$ cat src/rtl/alu_pkg.sv
// ---------------------------------------------------------------------------
// alu_pkg
//   Shared types for the pipelined ALU adder (alu_add_pipe).
//   - mode_e      : operation select carried on the operand bus
//   - alu_flags_t : flag part of a pipeline-stage payload (cout/ovf/zero)
//   - lane_count  : number of LANE_W lanes in a WIDTH-bit operand
//   The full stage payload pairs a WIDTH-bit sum with alu_flags_t. WIDTH is
//   a module parameter, so the payload struct itself is declared in the
//   module that owns the stage registers. The flag layout defined here keeps
//   that struct consistent.
// ---------------------------------------------------------------------------
package alu_pkg;

  typedef enum logic [1:0] {
    ADD  = 2'b00,
    SUB  = 2'b01,
    PADD = 2'b10,
    RED  = 2'b11
  } mode_e;

  typedef struct packed {
    logic cout;  // carry out of the MSB (ADD/SUB only)
    logic ovf;   // signed overflow, detected before saturation
    logic zero;  // final (post-saturation) sum is zero
  } alu_flags_t;

  function automatic int lane_count(input int width, input int lane_w);
    return width / lane_w;
  endfunction

endpackage

$ cat src/rtl/alu_add_pipe_if.sv
// ---------------------------------------------------------------------------
// alu_add_pipe_if
//   Operand/result bus of the pipelined ALU adder.
//   Upstream side : in_valid, in_ready, a, b, mode
//   Downstream    : out_valid, out_ready, sum, cout, ovf, zero
//   modport slave  - the adder unit
//   modport master - the surrounding execute/writeback logic
// ---------------------------------------------------------------------------
interface alu_add_pipe_if #(
  parameter int WIDTH = 16
);
  import alu_pkg::*;

  logic             in_valid;
  logic             in_ready;
  logic [WIDTH-1:0] a;
  logic [WIDTH-1:0] b;
  mode_e            mode;

  logic             out_valid;
  logic             out_ready;
  logic [WIDTH-1:0] sum;
  logic             cout;
  logic             ovf;
  logic             zero;

  modport slave (
    input  in_valid, a, b, mode, out_ready,
    output in_ready, out_valid, sum, cout, ovf, zero
  );

  modport master (
    output in_valid, a, b, mode, out_ready,
    input  in_ready, out_valid, sum, cout, ovf, zero
  );

endinterface

$ cat src/rtl/alu_add_core.sv
// ---------------------------------------------------------------------------
// alu_add_core
//   Purely combinational datapath of the pipelined ALU adder.
//   Ports:
//     a, b   in  WIDTH  signed operands
//     mode   in  mode_e ADD / SUB / PADD / RED
//     sum    out WIDTH  final result (saturated when SAT != 0)
//     flags  out        cout / ovf / zero for this result
//   ADD/SUB share one adder (SUB = a + ~b + 1). PADD adds LANE_W lanes with
//   no inter-lane carry. RED sums all lanes of a and b through a balanced
//   adder tree; the leaf count is padded to a power of two with zeros.
// ---------------------------------------------------------------------------
module alu_add_core
  import alu_pkg::*;
#(
  parameter int WIDTH  = 16,
  parameter int LANE_W = 4,
  parameter int SAT    = 1
) (
  input  logic [WIDTH-1:0] a,
  input  logic [WIDTH-1:0] b,
  input  mode_e            mode,
  output logic [WIDTH-1:0] sum,
  output alu_flags_t       flags
);

  localparam int NL    = lane_count(WIDTH, LANE_W);
  localparam int NLEAF = 2 * NL;
  localparam int LV    = $clog2(NLEAF);
  localparam int NP    = 1 << LV;

  localparam logic [WIDTH-1:0]  SMAX = {1'b0, {(WIDTH-1){1'b1}}};
  localparam logic [WIDTH-1:0]  SMIN = {1'b1, {(WIDTH-1){1'b0}}};
  localparam logic [LANE_W-1:0] LMAX = {1'b0, {(LANE_W-1){1'b1}}};
  localparam logic [LANE_W-1:0] LMIN = {1'b1, {(LANE_W-1){1'b0}}};

  // ---------------------------------------------------------------------
  // ADD / SUB: one WIDTH+1 bit adder; the extra bit is the carry out.
  // ---------------------------------------------------------------------
  logic             is_sub;
  logic [WIDTH-1:0] b_eff;
  logic [WIDTH:0]   as_full;
  logic [WIDTH-1:0] as_raw;
  logic             as_cout;
  logic             as_ovf;

  assign is_sub  = (mode == SUB);
  assign b_eff   = is_sub ? ~b : b;
  assign as_full = {1'b0, a} + {1'b0, b_eff} + {{WIDTH{1'b0}}, is_sub};
  assign as_raw  = as_full[WIDTH-1:0];
  assign as_cout = as_full[WIDTH];
  // Overflow when both addends share a sign and the result's sign differs.
  // Using b_eff makes the same test valid for SUB.
  assign as_ovf  = (a[WIDTH-1] == b_eff[WIDTH-1]) &&
                   (as_raw[WIDTH-1] != a[WIDTH-1]);

  // ---------------------------------------------------------------------
  // PADD: independent LANE_W lanes, each saturating on its own overflow.
  // ---------------------------------------------------------------------
  logic [NL-1:0]    lane_ovf;
  logic [WIDTH-1:0] padd_sum;

  genvar gi;
  genvar gl;

  for (gi = 0; gi < NL; gi++) begin : g_lane
    logic [LANE_W-1:0] la;
    logic [LANE_W-1:0] lb;
    logic [LANE_W-1:0] ls;

    assign la = a[gi*LANE_W +: LANE_W];
    assign lb = b[gi*LANE_W +: LANE_W];
    assign ls = la + lb;
    assign lane_ovf[gi] = (la[LANE_W-1] == lb[LANE_W-1]) &&
                          (ls[LANE_W-1] != la[LANE_W-1]);
    assign padd_sum[gi*LANE_W +: LANE_W] =
      ((SAT != 0) && lane_ovf[gi]) ? (la[LANE_W-1] ? LMIN : LMAX) : ls;
  end

  // ---------------------------------------------------------------------
  // RED: balanced adder tree over all lanes of a (leaves 0..NL-1) and b
  // (leaves NL..2*NL-1), each lane sign-extended to WIDTH. Every level is
  // its own signal so the tree never reads the vector it drives. The sum
  // of 2*WIDTH/LANE_W lanes of LANE_W bits fits in WIDTH for legal params.
  // ---------------------------------------------------------------------
  logic [WIDTH-1:0] red_sum;

  for (gl = 0; gl <= LV; gl++) begin : g_lvl
    logic [(NP >> gl)-1:0][WIDTH-1:0] node;

    for (gi = 0; gi < (NP >> gl); gi++) begin : g_node
      if (gl == 0) begin : g_leaf
        if (gi < NL) begin : g_a
          assign node[gi] = {{(WIDTH-LANE_W){a[gi*LANE_W+LANE_W-1]}},
                             a[gi*LANE_W +: LANE_W]};
        end else if (gi < NLEAF) begin : g_b
          assign node[gi] = {{(WIDTH-LANE_W){b[(gi-NL)*LANE_W+LANE_W-1]}},
                             b[(gi-NL)*LANE_W +: LANE_W]};
        end else begin : g_pad
          assign node[gi] = '0;
        end
      end else begin : g_add
        assign node[gi] = g_lvl[gl-1].node[2*gi] + g_lvl[gl-1].node[2*gi+1];
      end
    end
  end

  assign red_sum = g_lvl[LV].node[0];

  // ---------------------------------------------------------------------
  // Mode select and saturation. zero is taken from the final sum.
  // ---------------------------------------------------------------------
  always_comb begin
    sum   = '0;
    flags = '0;
    case (mode)
      ADD, SUB: begin
        flags.cout = as_cout;
        flags.ovf  = as_ovf;
        if ((SAT != 0) && as_ovf) begin
          // a's sign tells the direction of the overflow for both ADD and SUB
          sum = a[WIDTH-1] ? SMIN : SMAX;
        end else begin
          sum = as_raw;
        end
      end
      PADD: begin
        sum       = padd_sum;
        flags.ovf = |lane_ovf;
      end
      default: begin
        sum = red_sum;
      end
    endcase
    flags.zero = (sum == '0);
  end

endmodule

$ cat src/rtl/alu_add_pipe.sv
// ---------------------------------------------------------------------------
// alu_add_pipe
//   Pipelined signed add / subtract / lane add / lane reduction unit.
//   Ports:
//     clk  in  clock, all state on the rising edge
//     rst  in  synchronous active-high reset, flushes every stage
//     bus  alu_add_pipe_if.slave
//            in_valid/in_ready/a/b/mode     operand beat (valid/ready)
//            out_valid/out_ready/sum/flags  result beat (valid/ready)
//   The result is computed combinationally from the accepted beat and then
//   carried through STAGES registers together with its flags. The whole
//   pipe moves as one: it shifts whenever the last stage is empty or is
//   being taken, and freezes otherwise. Bubbles are not collapsed, so a
//   beat accepted in cycle N is presented in cycle N+STAGES when unstalled.
// ---------------------------------------------------------------------------
module alu_add_pipe
  import alu_pkg::*;
#(
  parameter int WIDTH  = 16,
  parameter int LANE_W = 4,
  parameter int STAGES = 2,
  parameter int SAT    = 1
) (
  input  logic          clk,
  input  logic          rst,
  alu_add_pipe_if.slave bus
);

  typedef struct packed {
    logic [WIDTH-1:0] sum;
    alu_flags_t       flags;
  } stage_t;

  logic [WIDTH-1:0] core_sum;
  alu_flags_t       core_flags;
  stage_t           core_res;
  logic             advance;

  alu_add_core #(
    .WIDTH  (WIDTH),
    .LANE_W (LANE_W),
    .SAT    (SAT)
  ) u_core (
    .a     (bus.a),
    .b     (bus.b),
    .mode  (bus.mode),
    .sum   (core_sum),
    .flags (core_flags)
  );

  assign core_res.sum   = core_sum;
  assign core_res.flags = core_flags;

  // ---------------------------------------------------------------------
  // Stage registers. Stage 0 captures the core result; stage k captures
  // stage k-1. Data of an invalid stage is carried but never looked at.
  // ---------------------------------------------------------------------
  genvar gi;

  for (gi = 0; gi < STAGES; gi++) begin : g_stage
    logic   valid_reg;
    stage_t data_reg;
    logic   valid_next;
    stage_t data_next;

    if (gi == 0) begin : g_head
      assign valid_next = bus.in_valid;
      assign data_next  = core_res;
    end else begin : g_body
      assign valid_next = g_stage[gi-1].valid_reg;
      assign data_next  = g_stage[gi-1].data_reg;
    end

    always_ff @(posedge clk) begin
      if (rst) begin
        valid_reg <= 1'b0;
        data_reg  <= '0;
      end else if (advance) begin
        valid_reg <= valid_next;
        data_reg  <= data_next;
      end
    end
  end

  // Global advance: the last stage is empty or downstream takes it now.
  assign advance = !g_stage[STAGES-1].valid_reg || bus.out_ready;

  // A beat offered while reset is asserted is never accepted, so in_ready
  // is held low for that cycle to keep the handshake honest.
  assign bus.in_ready = advance && !rst;

  assign bus.out_valid = g_stage[STAGES-1].valid_reg;
  assign bus.sum       = g_stage[STAGES-1].data_reg.sum;
  assign bus.cout      = g_stage[STAGES-1].data_reg.flags.cout;
  assign bus.ovf       = g_stage[STAGES-1].data_reg.flags.ovf;
  assign bus.zero      = g_stage[STAGES-1].data_reg.flags.zero;

endmodule

$ cat src/flat_wrapper.sv
// flat-port wrapper written by rule: the top's interface ports become plain ports
module alu_add_pipe_flat import alu_pkg::*;
#(
  parameter int WIDTH  = 16,
  parameter int LANE_W = 4,
  parameter int STAGES = 2,
  parameter int SAT    = 1
)
  (clk, rst, bus_in_valid, bus_a, bus_b, bus_mode, bus_out_ready, bus_in_ready, bus_out_valid, bus_sum, bus_cout, bus_ovf, bus_zero);
  alu_add_pipe_if #(.WIDTH(WIDTH)) bus_i ();
  input  logic clk;
  input  logic rst;
  input wire logic [$bits(bus_i.in_valid)-1:0] bus_in_valid;
  input wire logic [$bits(bus_i.a)-1:0] bus_a;
  input wire logic [$bits(bus_i.b)-1:0] bus_b;
  input wire logic [$bits(bus_i.mode)-1:0] bus_mode;
  input wire logic [$bits(bus_i.out_ready)-1:0] bus_out_ready;
  output wire logic [$bits(bus_i.in_ready)-1:0] bus_in_ready;
  output wire logic [$bits(bus_i.out_valid)-1:0] bus_out_valid;
  output wire logic [$bits(bus_i.sum)-1:0] bus_sum;
  output wire logic [$bits(bus_i.cout)-1:0] bus_cout;
  output wire logic [$bits(bus_i.ovf)-1:0] bus_ovf;
  output wire logic [$bits(bus_i.zero)-1:0] bus_zero;
  assign bus_i.in_valid = bus_in_valid;
  assign bus_i.a = bus_a;
  assign bus_i.b = bus_b;
  assign bus_i.mode = bus_mode;
  assign bus_i.out_ready = bus_out_ready;
  assign bus_in_ready = bus_i.in_ready;
  assign bus_out_valid = bus_i.out_valid;
  assign bus_sum = bus_i.sum;
  assign bus_cout = bus_i.cout;
  assign bus_ovf = bus_i.ovf;
  assign bus_zero = bus_i.zero;
  alu_add_pipe #(.WIDTH(WIDTH), .LANE_W(LANE_W), .STAGES(STAGES), .SAT(SAT)) u_core (.clk(clk), .rst(rst), .bus(bus_i));
endmodule
$ cat config.mk
export PLATFORM = sky130hd
export DESIGN_NAME = alu_add_pipe_flat
export DESIGN_NICKNAME = d
export VERILOG_FILES = /design/src/rtl/alu_pkg.sv /design/src/rtl/alu_add_pipe_if.sv /design/src/rtl/alu_add_core.sv /design/src/rtl/alu_add_pipe.sv /design/src/flat_wrapper.sv
export SDC_FILE = /design/constraint.sdc
export NUM_CORES = 1
export LEC_CHECK = 0
export CORE_ASPECT_RATIO = 0.7
export CORE_UTILIZATION = 40
export DETAILED_ROUTE_END_ITERATION = 12
export SLEW_MARGIN = 40
export SYNTH_ARGS = -nofsm -noshare
export SYNTH_HDL_FRONTEND = slang
export SYNTH_SLANG_ARGS = --single-unit
$ cat constraint.sdc
create_clock -name clk -period 16.65 [get_ports clk]
set_input_delay 3.33 -clock clk [delete_from_list [all_inputs] [get_ports clk]]
set_output_delay 3.33 -clock clk [all_outputs]
set_load 0.005 [all_outputs]
# Word level (Yosys, flattened, before mapping)
# Cells that the tools add are included.
word_totals:
  output_inout_bits: 21
  elab_cells: 63
  register_bits: 40
  inputBits: 38
classes:
  bitwise: 1
  reduce_logical: 13
  muxes: 14
  addsub: 13
  eq_ne: 12
ops:
  columns: ["op", "count"]
  rows:
  - ["16-bit 2-to-1 mux", 3]
  - ["4-bit 2-to-1 mux", 8]
  - ["16-bit case mux with 2 select lines", 1]
  - ["4-bit by 4-bit adder with 5-bit output", 4]
  - ["16-bit by 16-bit adder with 17-bit output", 1]
  - ["17-bit by 1-bit adder with 17-bit output", 1]
  - ["4-bit adder", 4]
  - ["16-bit zero test", 1]
  - ["16-bit inverter", 1]
  - ["5-bit by 5-bit adder with 6-bit output", 2]
  - ["6-bit by 6-bit adder with 7-bit output", 1]
  - ["1-bit logical AND", 6]
  - ["1-bit equality test", 5]
  - ["1-bit inequality test", 5]
  - ["4-bit OR reduction", 1]
  - ["2-bit by 1-bit equality test with 1-bit output, second input constant", 1]
  - ["2-bit equality test, second input constant", 1]
  - ["1-bit zero test", 2]
  - ["2-bit zero test", 1]
  - ["1-bit case mux with 2 select lines", 1]
  - ["2-bit OR reduction", 1]
  - ["1-bit logical OR", 1]
  - ["1-bit 2-to-1 mux", 1]

# Longest topological paths before layout
# Gate-level depths: netlist of the first run.
depth:
  word_depth: 9
  depth_mapped: 20
  ltp_nobuf: 20

# Modules after synthesis
# Synthesis of the first run repeated with hierarchy kept, for this count alone.
unflattened:
  hier_cells: 547
  hier_area_um2: 4564.4
modules_own_cells:
  columns: ["module", "instances", "seq_area_each_um2", "area_each_um2", "cells_each"]
  rows:
  - ["alu_add_core", 1, 0.0, 2882.8, 389]
  - ["alu_add_pipe", 1, 800.8, 1681.6, 158]

# Least setup slack after synthesis of the first run
# Ideal clock, no wire load.
synth_path:
  kind: "input -> register"
  from: "input port bus_b[2]"
  to: "register u_core.g_stage[0].data_reg[0] (netlist bit)"
  required_time_ns: 16.581
  setup_slack_ns: 9.051
  path_buffers: 0
  path_stages: 20
  setup_ns: 0.069
  t_arrival_ns: 7.530
  cell_sequence: "inv_1 -> fa_1 -> inv_1 -> fa_1 -> fa_1 -> inv_1 -> fa_1 -> inv_1 -> ha_1 -> inv_1 -> fa_1 -> nand2b_1 -> a21oi_1 -> xnor2_1 -> nor2_1 -> a31o_2 -> a211oi_1 -> nor4bb_1 -> nand4_1 -> o21ai_1"
synth_between:
  elab_chain_len: 9
  word_cells_on_any_way: 16
  cone_classes: "add/sub (6); eq/ne (2); mux (4); bitwise (1); reduce/logical (3)"
synth_lines:
  columns: ["item", "line", "rtl"]
  rows:
  - ["from (decl)", "flat_wrapper.sv:15", "input wire logic [$bits(bus_i.b)-1:0] bus_b;"]
  - ["16-bit inverter", "alu_add_core.sv:48", "assign b_eff = is_sub ? ~b : b;"]
  - ["16-bit 2-to-1 mux", "alu_add_core.sv:48", null]
  - ["16-bit by 16-bit adder with 17-bit output", "alu_add_core.sv:49", "assign as_full = {1'b0, a} + {1'b0, b_eff} + {{WIDTH{1'b0}}, is_sub};"]
  - ["17-bit by 1-bit adder with 17-bit output", "alu_add_core.sv:49", null]
  - ["1-bit inequality test", "alu_add_core.sv:55", "(as_raw[WIDTH-1] != a[WIDTH-1]);"]
  - ["1-bit logical AND", "alu_add_core.sv:54", "assign as_ovf = (a[WIDTH-1] == b_eff[WIDTH-1]) &&"]
  - ["16-bit 2-to-1 mux", "alu_add_core.sv:120", "if ((SAT != 0) && as_ovf) begin"]
  - ["16-bit case mux with 2 select lines *", "alu_add_core.sv:116", "case (mode)"]
  - ["16-bit zero test *", "alu_add_core.sv:135", "flags.zero = (sum == '0);"]
  - ["to (signal assigned)", "alu_add_pipe.sv:80", "data_reg <= data_next;"]
  - ["to (decl)", "alu_add_pipe.sv:62", "stage_t data_reg;"]
# Every way passes the cells marked *; elsewhere a longest branch is shown, timed or not.
# A chain may end at the register's enable or synchronous reset.

# Worst setup path after layout of the first run
layout_path:
  from: "input port bus_b[14]"
  to: "register u_core.g_stage[0].data_reg[0] (netlist bit)"
# The elaborated chain is that of the path after synthesis.

==> results of run 1 <==
-- final cells by class --
cell class,instances,area (um^2),share of cell area
well taps,132,165.2,0.03203
multi-input cells,428,3168,0.6144
clock buffers,7,152.6,0.02960
flip-flops and latches,40,800.8,0.1553
clock inverters,1,30.03,0.005824
repair buffers,61,603.1,0.1170
inverters,63,236.5,0.04586
-- kinds of logic (layout without fill, tap and decap cells) --
kind of cell,count (synthesis),after routing,synth area share
xor gates and xnor gates,37,37,0.07525
adders and majority gates,66,66,0.2475
DFF,40,40,0.1859
buffers and inverters,87,132,0.08047
and+or+nand+nor,182,182,0.1915
AOI/OAI and AO/OA,143,143,0.2193
-- worst max-delay path, delay by kind of cell --
kind | cells | cell delay (ns)
adder cells (fa/ha/maj) | 6 | 2.57
buffers and inverters | 6 | 0.99
AO/OA/AOI/OAI | 4 | 0.88
AND/OR/NAND/NOR | 4 | 0.80
XOR/XNOR | 1 | 0.20
-- metal layers --
layer / up-vias / GRT usage / part of all wire / wire (um)
li1: 1998 / - / - / -
met1: 1949 / 0.3679 / 0.53 / 6655
met2: 120 / 0.3531 / 0.40 / 5049
met3: 5 / 0.04353 / 0.058 / 724
met4: 0 / 0.02519 / 0.0042 / 52
met5: - / 0 / 0 / 0
-- final timing paths --
check,to,start,cells after the start
setup reg to reg,u_core.g_stage[0].data_reg[0]$_SDFFE_PP0N_,u_core.bus.out_valid$_SDFFE_PP0N_,8
hold reg to reg,u_core.bus.sum[0]$_SDFFE_PP0N_,u_core.bus.sum[0]$_SDFFE_PP0N_,2
hold / removal,u_core.bus.sum[0]$_SDFFE_PP0N_,u_core.bus.sum[0]$_SDFFE_PP0N_,2
setup / recovery,u_core.g_stage[0].data_reg[0]$_SDFFE_PP0N_,bus_b[14],21
-- cells in the final DEF (no fill, tap or decap), drive strengths merged, types with 3 or more instances in the layout --
cell type	n
nand4	5
clkdlybuf4s50	58
fa	32
inv	62
xor2	7
or4	3
nor3	16
clkbuf	7
nand3	9
nor3b	4
dfxtp	40
buf	3
a21oi	50
o211ai	3
ha	34
a211oi	10
o21a	4
a31oi	4
xnor2	30
and3	3
a21o	7
nor4	3
nor2	58
nand2b	4
nand2	68
o21ai	30
a311oi	5
-- through the flow --
step           worst slack, ns  total power [W]  hold slack, ns  area (um^2)
2_1_floorplan            9.051        0.0003888          0.4197         4307
3_3_place_gp             8.009        0.0004882          0.4399         4967
3_5_place_dp             7.848        0.0004902          0.4455         4970
4_1_cts                  8.153        0.0006084          0.4538         5152
5_1_grt                  7.799        0.0006680          0.4674         5156
6_report                 8.104        0.0006088          0.4506         5156
-- cell usage after synthesis (all sizes together) (4+ instances only) --
cell type and instances:
dfxtp 40, nand4 5, clkbuf 20, nand2b 4, a211oi 10, nor3 16, nor3b 4, o21a 4
nand3 9, inv 62, o21ai 30, nand2 68, fa 32, a21o 7, xor2 7, a31oi 4
ha 34, xnor2 30, nor2 58, a311oi 5, a21oi 50, buf 4
-- power breakdown --
group	internal, W	switching, W	leakage [nW]	total, W
combinational	0.000159	0.000204	1.79	0.000363
sequential	0.000119	0.0000119	0.330	0.000131
clock	0.0000788	0.0000360	0.0901	0.000115
==> flow_summary.html, run 1 <==
<table>
<tr><th>Metric</th><th>Value</th></tr>
<tr><th colspan="2">Timing</th></tr>
<tr><td>Final Critical Period</td><td>8.546 ns</td></tr>
<tr><td>Worst slew slack as a fraction of its limit</td><td>0.4333</td></tr>
<tr><td>Count of final max-slew check failures</td><td>0</td></tr>
<tr><td>Hold Fails Final Rpt</td><td>0</td></tr>
<tr><td>Ratio of final minimum period to clock period</td><td>0.5133</td></tr>
<tr><td>Total Neg Setup Slack</td><td>0 ns</td></tr>
<tr><td>Peak Freq</td><td>117.0 MHz</td></tr>
<tr><td>Post-Route Skew</td><td>0.004068 ns</td></tr>
<tr><td>Final number of setup-violating endpoints</td><td>0</td></tr>
<tr><td>Transition time of the tightest slew-check pin</td><td>0.8469 ns</td></tr>
<tr><td>Setup repair after global routing missed its margin</td><td>false</td></tr>
<tr><th colspan="2">Place</th></tr>
<tr><td>Placed wire-length estimate after detailed placement</td><td>10270 um</td></tr>
<tr><td>Final estimated routing congestion in global placement</td><td>0.8899</td></tr>
<tr><td># port buffers</td><td>58</td></tr>
<tr><td>Total placed cells including tap cells</td><td>724</td></tr>
<tr><th colspan="2">Synthesis</th></tr>
<tr><td>Post-Synthesis Net Count</td><td>659</td></tr>
<tr><td>Most used flip-flop cell after synthesis</td><td>dfxtp_1</td></tr>
<tr><td>Mapped Avg Cell Area</td><td>7.760 um^2</td></tr>
<tr><td>Yosys warning count</td><td>0</td></tr>
<tr><td>Library cell with the largest summed area after synthesis</td><td>dfxtp_1</td></tr>
<tr><td>Share of flip-flops with an asynchronous set or reset after synthesis</td><td>0</td></tr>
<tr><td>Number of synthesized register bits</td><td>40</td></tr>
<tr><td>Number of enable-type register cells in the synthesized netlist</td><td>0</td></tr>
<tr><td>Sequential element share of the synthesized area</td><td>0.1859</td></tr>
<tr><td>Post-synth cell types</td><td>70</td></tr>
<tr><td>Top-area cell type share of the netlist area</td><td>0.1859</td></tr>
<tr><td>Synthesized cell area</td><td>4307 um^2</td></tr>
<tr><td>Ranking of synthesized cells by area</td><td>dfxtp_1, fa_1, ha_1</td></tr>
<tr><td>Cell count after synthesis</td><td>555</td></tr>
<tr><th colspan="2">Worst setup path</th></tr>
<tr><td>Startpoint types</td><td>input pin</td></tr>
<tr><td>Cell with the largest stage delay on the worst path</td><td>clkdlybuf4s50_1</td></tr>
<tr><td>Max FO, Critical Path</td><td>6</td></tr>
<tr><td>Start-to-end type of the worst setup path</td><td>in -&gt; reg</td></tr>
<tr><td>Required time reported for the critical path endpoint</td><td>16.86 ns</td></tr>
<tr><td>Cell chain of the critical path</td><td>clkdlybuf4s50_1 -&gt; inv_1 -&gt; fa_1 -&gt; inv_1 -&gt; fa_1 -&gt; fa_1 -&gt; inv_1 -&gt; fa_1 -&gt; inv_1 -&gt; ha_1 -&gt; inv_1 -&gt; fa_1 -&gt; nand2b_1 -&gt; a21oi_1 -&gt; xnor2_1 -&gt; nor2_1 -&gt; a31o_2 -&gt; a211oi_1 -&gt; nor4bb_1 -&gt; nand4_1 -&gt; o21ai_1</td></tr>
<tr><td>Minimum setup slack among reg-to-reg paths</td><td>14.43 ns</td></tr>
<tr><td>Critical Path End Type</td><td>register</td></tr>
<tr><td>Arrival time worst endpoint</td><td>8.76 ns</td></tr>
<tr><td>Delay contributed by the slowest stage of the critical path</td><td>0.64 ns</td></tr>
<tr><th colspan="2">Layout</th></tr>
<tr><td>Number of fillers in the final layout</td><td>1033</td></tr>
<tr><td>Final cell count without fillers</td><td>732</td></tr>
<tr><td>Final #Nets</td><td>703</td></tr>
<tr><td>Max reg flops</td><td>19</td></tr>
<tr><td>Number of antenna cells inserted</td><td>0</td></tr>
<tr><td>Final cell utilization of the core</td><td>0.4960</td></tr>
<tr><td>Layout cell share with drive strength beyond 1</td><td>0.05000</td></tr>
<tr><td>Layout Area Growth over Synthesis</td><td>19.73%</td></tr>
<tr><th colspan="2">CTS</th></tr>
<tr><td>Buffer cell driving the clock tree root</td><td>clkbuf_16</td></tr>
<tr><td>Post-CTS sizing</td><td>0</td></tr>
<tr><td>Setup repair bufs after CTS</td><td>0</td></tr>
<tr><td>Clock sink count</td><td>40</td></tr>
<tr><td>CTS Hold Buffers Added</td><td>0</td></tr>
<tr><td>TritonCTS clock tree</td><td>done</td></tr>
<tr><td>Number of buffers created by CTS</td><td>5</td></tr>
<tr><td>Clock transition at the registers of the reported paths</td><td>0.06 ns</td></tr>
<tr><td>CTS H-tree lvls</td><td>2</td></tr>
<tr><td>Worst skew pair latency</td><td>0.28 ns</td></tr>
<tr><td>CTS max path bufs</td><td>2</td></tr>
<tr><th colspan="2">Global route</th></tr>
<tr><td>Aggregate global routing overflow</td><td>0</td></tr>
<tr><td>Global-route wire length before repair</td><td>20390 um</td></tr>
<tr><td>Number of global-route vias before repair</td><td>3864</td></tr>
<tr><td>All-Layer GR Usage</td><td>0.2390</td></tr>
<tr><td>Largest net degree at the start of global routing</td><td>48</td></tr>
<tr><td>Initial antenna violation count</td><td>0</td></tr>
<tr><th colspan="2">Floorplanning</th></tr>
<tr><td>Starting density of the core</td><td>0.4143</td></tr>
<tr><td>Overall die width</td><td>126.0 um</td></tr>
<tr><td>Chip height</td><td>88.82 um</td></tr>
<tr><td>Rows</td><td>31</td></tr>
<tr><td>Die ar.</td><td>11190 um^2</td></tr>
<tr><td>Top Ports</td><td>59</td></tr>
<tr><td>Area of the core</td><td>10400 um^2</td></tr>
<tr><th colspan="2">Detailed routing</th></tr>
<tr><td>Vias per Instance</td><td>5.563</td></tr>
<tr><td>Count of nets left with antenna violations after detail routing</td><td>0</td></tr>
<tr><td>Iteration-0 DRC count of the detailed router</td><td>293</td></tr>
<tr><td>Vias after detailed routing</td><td>4072</td></tr>
<tr><td>Average detailed-routed wire length per instance</td><td>17.05 um</td></tr>
<tr><td>Total length of routed wires</td><td>12480 um</td></tr>
<tr><td>Iteration count of the initial detailed-routing pass</td><td>5</td></tr>
<tr><td>Remaining design rule violation count</td><td>0</td></tr>
<tr><th colspan="2">Pwr</th></tr>
<tr><td>Leak pwr</td><td>2.213 nW</td></tr>
<tr><td>Cell Pwr Density</td><td>118.1 nW/um^2</td></tr>
<tr><td>Worst voltage drop across the vdd grid</td><td>0.0001112 V</td></tr>
<tr><th colspan="2">Job</th></tr>
<tr><td>Max_cap viols</td><td>0</td></tr>
<tr><th colspan="2">Min path</th></tr>
<tr><td>Worst min-delay path class</td><td>reg -&gt; reg</td></tr>
<tr><th colspan="2">Outcome</th></tr>
<tr><td>Outcome</td><td>finished clean</td></tr>
</table>
(Power assumes the default switching activity.)
==> inputs of run 2 (changes only) <==
Clock period 16.65 ns to 7.8 ns, I/O delays scaled along.
==> run 2 against run 1 <==
Combinational power is 120% higher. Critical path depth unchanged. Highest routed layer unchanged. Setup slack worse by 6.9 ns. Non-clock buffer count grew 2. Count of clock-buffer cells in the layout stayed put. First-iteration DRC count rose by 5.1%. Core utilization rose by 0.14 points. Total power increased by 110%. Sequential share of layout area about the same. Cell count is 0.41% higher. Clock skew barely moved. Sequential cell count unchanged.
==> flow_summary.html, run 2 (synthesized netlist as in run 1, its figures left out) <==
<table>
<tr><th>Metric</th><th>Value</th></tr>
<tr><th colspan="2">Pwr</th></tr>
<tr><td>Cell Pwr Density</td><td>252.8 nW/um^2 (was 118.1 nW/um^2)</td></tr>
<tr><td>Total Power</td><td>0.001307 W (was 0.0006088 W)</td></tr>
<tr><td>Leak pwr</td><td>2.221 nW (was 2.213 nW)</td></tr>
<tr><td>Worst voltage drop across the vdd grid</td><td>0.0001592 V (was 0.0001112 V)</td></tr>
<tr><th colspan="2">CTS</th></tr>
<tr><td>Clock transition at the registers of the reported paths</td><td>0.05 ns (was 0.06 ns)</td></tr>
<tr><td>CTS max path bufs</td><td>2 (unchanged)</td></tr>
<tr><td>CTS H-tree lvls</td><td>2 (unchanged)</td></tr>
<tr><td>Clock sink count</td><td>40 (unchanged)</td></tr>
<tr><td>Post-CTS sizing</td><td>0 (unchanged)</td></tr>
<tr><td>TritonCTS clock tree</td><td>done (unchanged)</td></tr>
<tr><td>CTS Hold Buffers Added</td><td>0 (unchanged)</td></tr>
<tr><td>Worst skew pair latency</td><td>0.28 ns (about the same)</td></tr>
<tr><td>Number of buffers created by CTS</td><td>5 (unchanged)</td></tr>
<tr><td>Buffer cell driving the clock tree root</td><td>clkbuf_16 (unchanged)</td></tr>
<tr><td>Setup repair bufs after CTS</td><td>0 (unchanged)</td></tr>
<tr><th colspan="2">Layout</th></tr>
<tr><td>Final #Nets</td><td>705 (was 703)</td></tr>
<tr><td>Layout cell share with drive strength beyond 1</td><td>0.05150 (was 0.05000)</td></tr>
<tr><td>Commonest non-fill, non-tap cell in the layout</td><td>nand2_1 (unchanged)</td></tr>
<tr><td>Multi-input gate area in the final layout</td><td>3166 um^2 (was 3168 um^2)</td></tr>
<tr><td>Layout Area Growth over Synthesis</td><td>20.08% (was 19.73%)</td></tr>
<tr><td>Number of fillers in the final layout</td><td>1025 (was 1033)</td></tr>
<tr><td>Most frequent cells in the layout</td><td>nand2_1, inv_1, nor2_1, clkdlybuf4s50_1, a21oi_1 (unchanged)</td></tr>
<tr><td>Sequential Area</td><td>800.8 um^2 (unchanged)</td></tr>
<tr><td>Max reg flops</td><td>19 (unchanged)</td></tr>
<tr><th colspan="2">Detailed routing</th></tr>
<tr><td>Average detailed-routed wire length per instance</td><td>17.34 um (was 17.05 um)</td></tr>
<tr><td>Vias after detailed routing</td><td>4112 (was 4072)</td></tr>
<tr><td>Vias per Instance</td><td>5.595 (was 5.563)</td></tr>
<tr><td>Remaining design rule violation count</td><td>0 (unchanged)</td></tr>
<tr><td>Count of nets left with antenna violations after detail routing</td><td>0 (unchanged)</td></tr>
<tr><td>Total length of routed wires</td><td>12740 um (was 12480 um)</td></tr>
<tr><td>Iteration-0 DRC count of the detailed router</td><td>308 (was 293)</td></tr>
<tr><td>Iteration count of the initial detailed-routing pass</td><td>5 (unchanged)</td></tr>
<tr><th colspan="2">Timing</th></tr>
<tr><td>Peak Freq</td><td>150.5 MHz</td></tr>
<tr><td>Final number of setup-violating endpoints</td><td>0 (unchanged)</td></tr>
<tr><td>Ratio of final minimum period to clock period</td><td>0.8517</td></tr>
<tr><td>Final Critical Period</td><td>6.644 ns</td></tr>
<tr><td>Transition time of the tightest slew-check pin</td><td>0.8435 ns (was 0.8469 ns)</td></tr>
<tr><td>Total Neg Setup Slack</td><td>0 ns (unchanged)</td></tr>
<tr><td>Hold Fails Final Rpt</td><td>0 (unchanged)</td></tr>
<tr><td>Setup repair after global routing missed its margin</td><td>false (unchanged)</td></tr>
<tr><td>Count of final max-slew check failures</td><td>0 (unchanged)</td></tr>
<tr><td>Worst slew slack as a fraction of its limit</td><td>0.4356 (was 0.4333)</td></tr>
<tr><td>Minimum hold slack</td><td>0.4506 ns (about the same)</td></tr>
<tr><td>Post-Route Skew</td><td>0.003570 ns (was 0.004068 ns)</td></tr>
<tr><th colspan="2">Job</th></tr>
<tr><td>Max_cap viols</td><td>0 (unchanged)</td></tr>
<tr><th colspan="2">Floorplanning</th></tr>
<tr><td>Overall die width</td><td>126.0 um (unchanged)</td></tr>
<tr><td>Rows</td><td>31 (unchanged)</td></tr>
<tr><td>Area of the core</td><td>10400 um^2 (unchanged)</td></tr>
<tr><td>Chip height</td><td>88.82 um (unchanged)</td></tr>
<tr><td>Top Ports</td><td>59 (unchanged)</td></tr>
<tr><td>Starting density of the core</td><td>0.4143 (unchanged)</td></tr>
<tr><td>Die ar.</td><td>11190 um^2 (unchanged)</td></tr>
<tr><th colspan="2">Worst setup path</th></tr>
<tr><td>Cell with the largest stage delay on the worst path</td><td>clkdlybuf4s50_1 (unchanged)</td></tr>
<tr><td>Delay contributed by the slowest stage of the critical path</td><td>0.54 ns (was 0.64 ns)</td></tr>
<tr><td>Max FO, Critical Path</td><td>6 (unchanged)</td></tr>
<tr><td>Kind of cell adding the most delay to the critical path</td><td>adder cells (unchanged)</td></tr>
<tr><td>Critical Path End Type</td><td>register (unchanged)</td></tr>
<tr><td>Startpoint types</td><td>input pin (unchanged)</td></tr>
<tr><td>Cell chain of the critical path</td><td>clkdlybuf4s50_1 -&gt; inv_1 -&gt; fa_1 -&gt; inv_1 -&gt; fa_1 -&gt; fa_1 -&gt; inv_1 -&gt; fa_1 -&gt; inv_1 -&gt; ha_1 -&gt; inv_1 -&gt; fa_1 -&gt; nand2b_1 -&gt; a21oi_1 -&gt; xnor2_1 -&gt; nor2_1 -&gt; a31o_2 -&gt; a211oi_1 -&gt; nor4bb_1 -&gt; nand4_1 -&gt; o21ai_1 (unchanged)</td></tr>
<tr><td>Arrival time worst endpoint</td><td>6.85 ns (was 8.76 ns)</td></tr>
<tr><td>Start-to-end type of the worst setup path</td><td>in -&gt; reg (unchanged)</td></tr>
<tr><td>Critical path buffers and inverters</td><td>6 (unchanged)</td></tr>
<tr><td>Required time reported for the critical path endpoint</td><td>8.01 ns (was 16.86 ns)</td></tr>
<tr><th colspan="2">Global route</th></tr>
<tr><td>Met3 track utilization from global routing</td><td>0.02902 (was 0.04353)</td></tr>
<tr><td>Aggregate global routing overflow</td><td>0 (unchanged)</td></tr>
<tr><td>Most congested layer reported by global routing</td><td>met2 (was met1)</td></tr>
<tr><td>Number of global-route vias before repair</td><td>3955 (was 3864)</td></tr>
<tr><td>Global-route wire length before repair</td><td>20270 um (was 20390 um)</td></tr>
<tr><td>Initial antenna violation count</td><td>0 (unchanged)</td></tr>
<tr><td>Global-route track usage on met2</td><td>0.3777 (was 0.3531)</td></tr>
<tr><td>Largest net degree at the start of global routing</td><td>48 (unchanged)</td></tr>
<tr><td>Fraction of met1 tracks used by global routing</td><td>0.3533 (was 0.3679)</td></tr>
<tr><td>All-Layer GR Usage</td><td>0.2362 (was 0.2390)</td></tr>
<tr><th colspan="2">Place</th></tr>
<tr><td># port buffers</td><td>58 (unchanged)</td></tr>
<tr><td>Placed wire-length estimate after detailed placement</td><td>10430 um (was 10270 um)</td></tr>
<tr><td>Final estimated routing congestion in global placement</td><td>0.8951 (was 0.8899)</td></tr>
<tr><th colspan="2">Min path</th></tr>
<tr><td>Worst min-delay path class</td><td>reg -&gt; reg (unchanged)</td></tr>
<tr><th colspan="2">Outcome</th></tr>
<tr><td>Outcome</td><td>finished clean (unchanged)</td></tr>
</table>
## run 2: final cells by class
type | instances | area share
tap | 132 | 0.03194
timing repair buffer | 63 | 0.1195
multi-input combinational | 428 | 0.6121
inverter | 63 | 0.04573
sequential | 40 | 0.1549
antenna | 1 | 0.0004839
clock inverter | 1 | 0.005807
clock buffer | 7 | 0.02952
## run 2: worst paths after layout
path,depth (start not counted),startpoint,slack (ns),to
hold reg to reg,2,u_core.bus.ovf$_SDFFE_PP0N_,0.45,u_core.bus.ovf$_SDFFE_PP0N_
setup / recovery,21,bus_b[10],1.16,u_core.g_stage[0].data_reg[0]$_SDFFE_PP0N_
hold / removal,2,u_core.bus.ovf$_SDFFE_PP0N_,0.45,u_core.bus.ovf$_SDFFE_PP0N_
setup reg to reg,8,u_core.bus.out_valid$_SDFFE_PP0N_,5.63,u_core.g_stage[0].data_reg[0]$_SDFFE_PP0N_
## run 2: power breakdown
group / switching, W / internal (W) / total, W / leakage, nW
sequential: 0.0000256 / 0.000255 / 0.000280 / 0.330
combinational: 0.000438 / 0.000343 / 0.000781 / 1.80
clock: 0.0000778 / 0.000168 / 0.000246 / 0.0901
total: 0.000541 / 0.000766 / 0.00131 / 2.22
## run 2: stage by stage
stage                     cell area, um^2    util  setup WS (ns)  instances
final                                5171  0.4975          1.156        735
after detailed placement             4982  0.4793         0.9073        726
after CTS                            5165  0.4969          1.184        734
after floorplan                      4307       -          1.971        555
after global routing                 5169  0.4972         0.7946        734
after global placement               4982  0.4793          1.121        726
## run 2: worst register-to-register path, delay by kind of cell (launching register included)
kind / cells / cell delay [ns]
flops: 1 / 0.32
simple gates: 5 / 0.99
compound gates: 2 / 0.41
buf+inv: 1 / 0.38
## run 2: routing by layer
layer / vias up / wire length (um)
li1: 1999 / -
met1: 1984 / 6606
met2: 124 / 5384
met3: 5 / 730
met4: 0 / 22
met5: - / 0
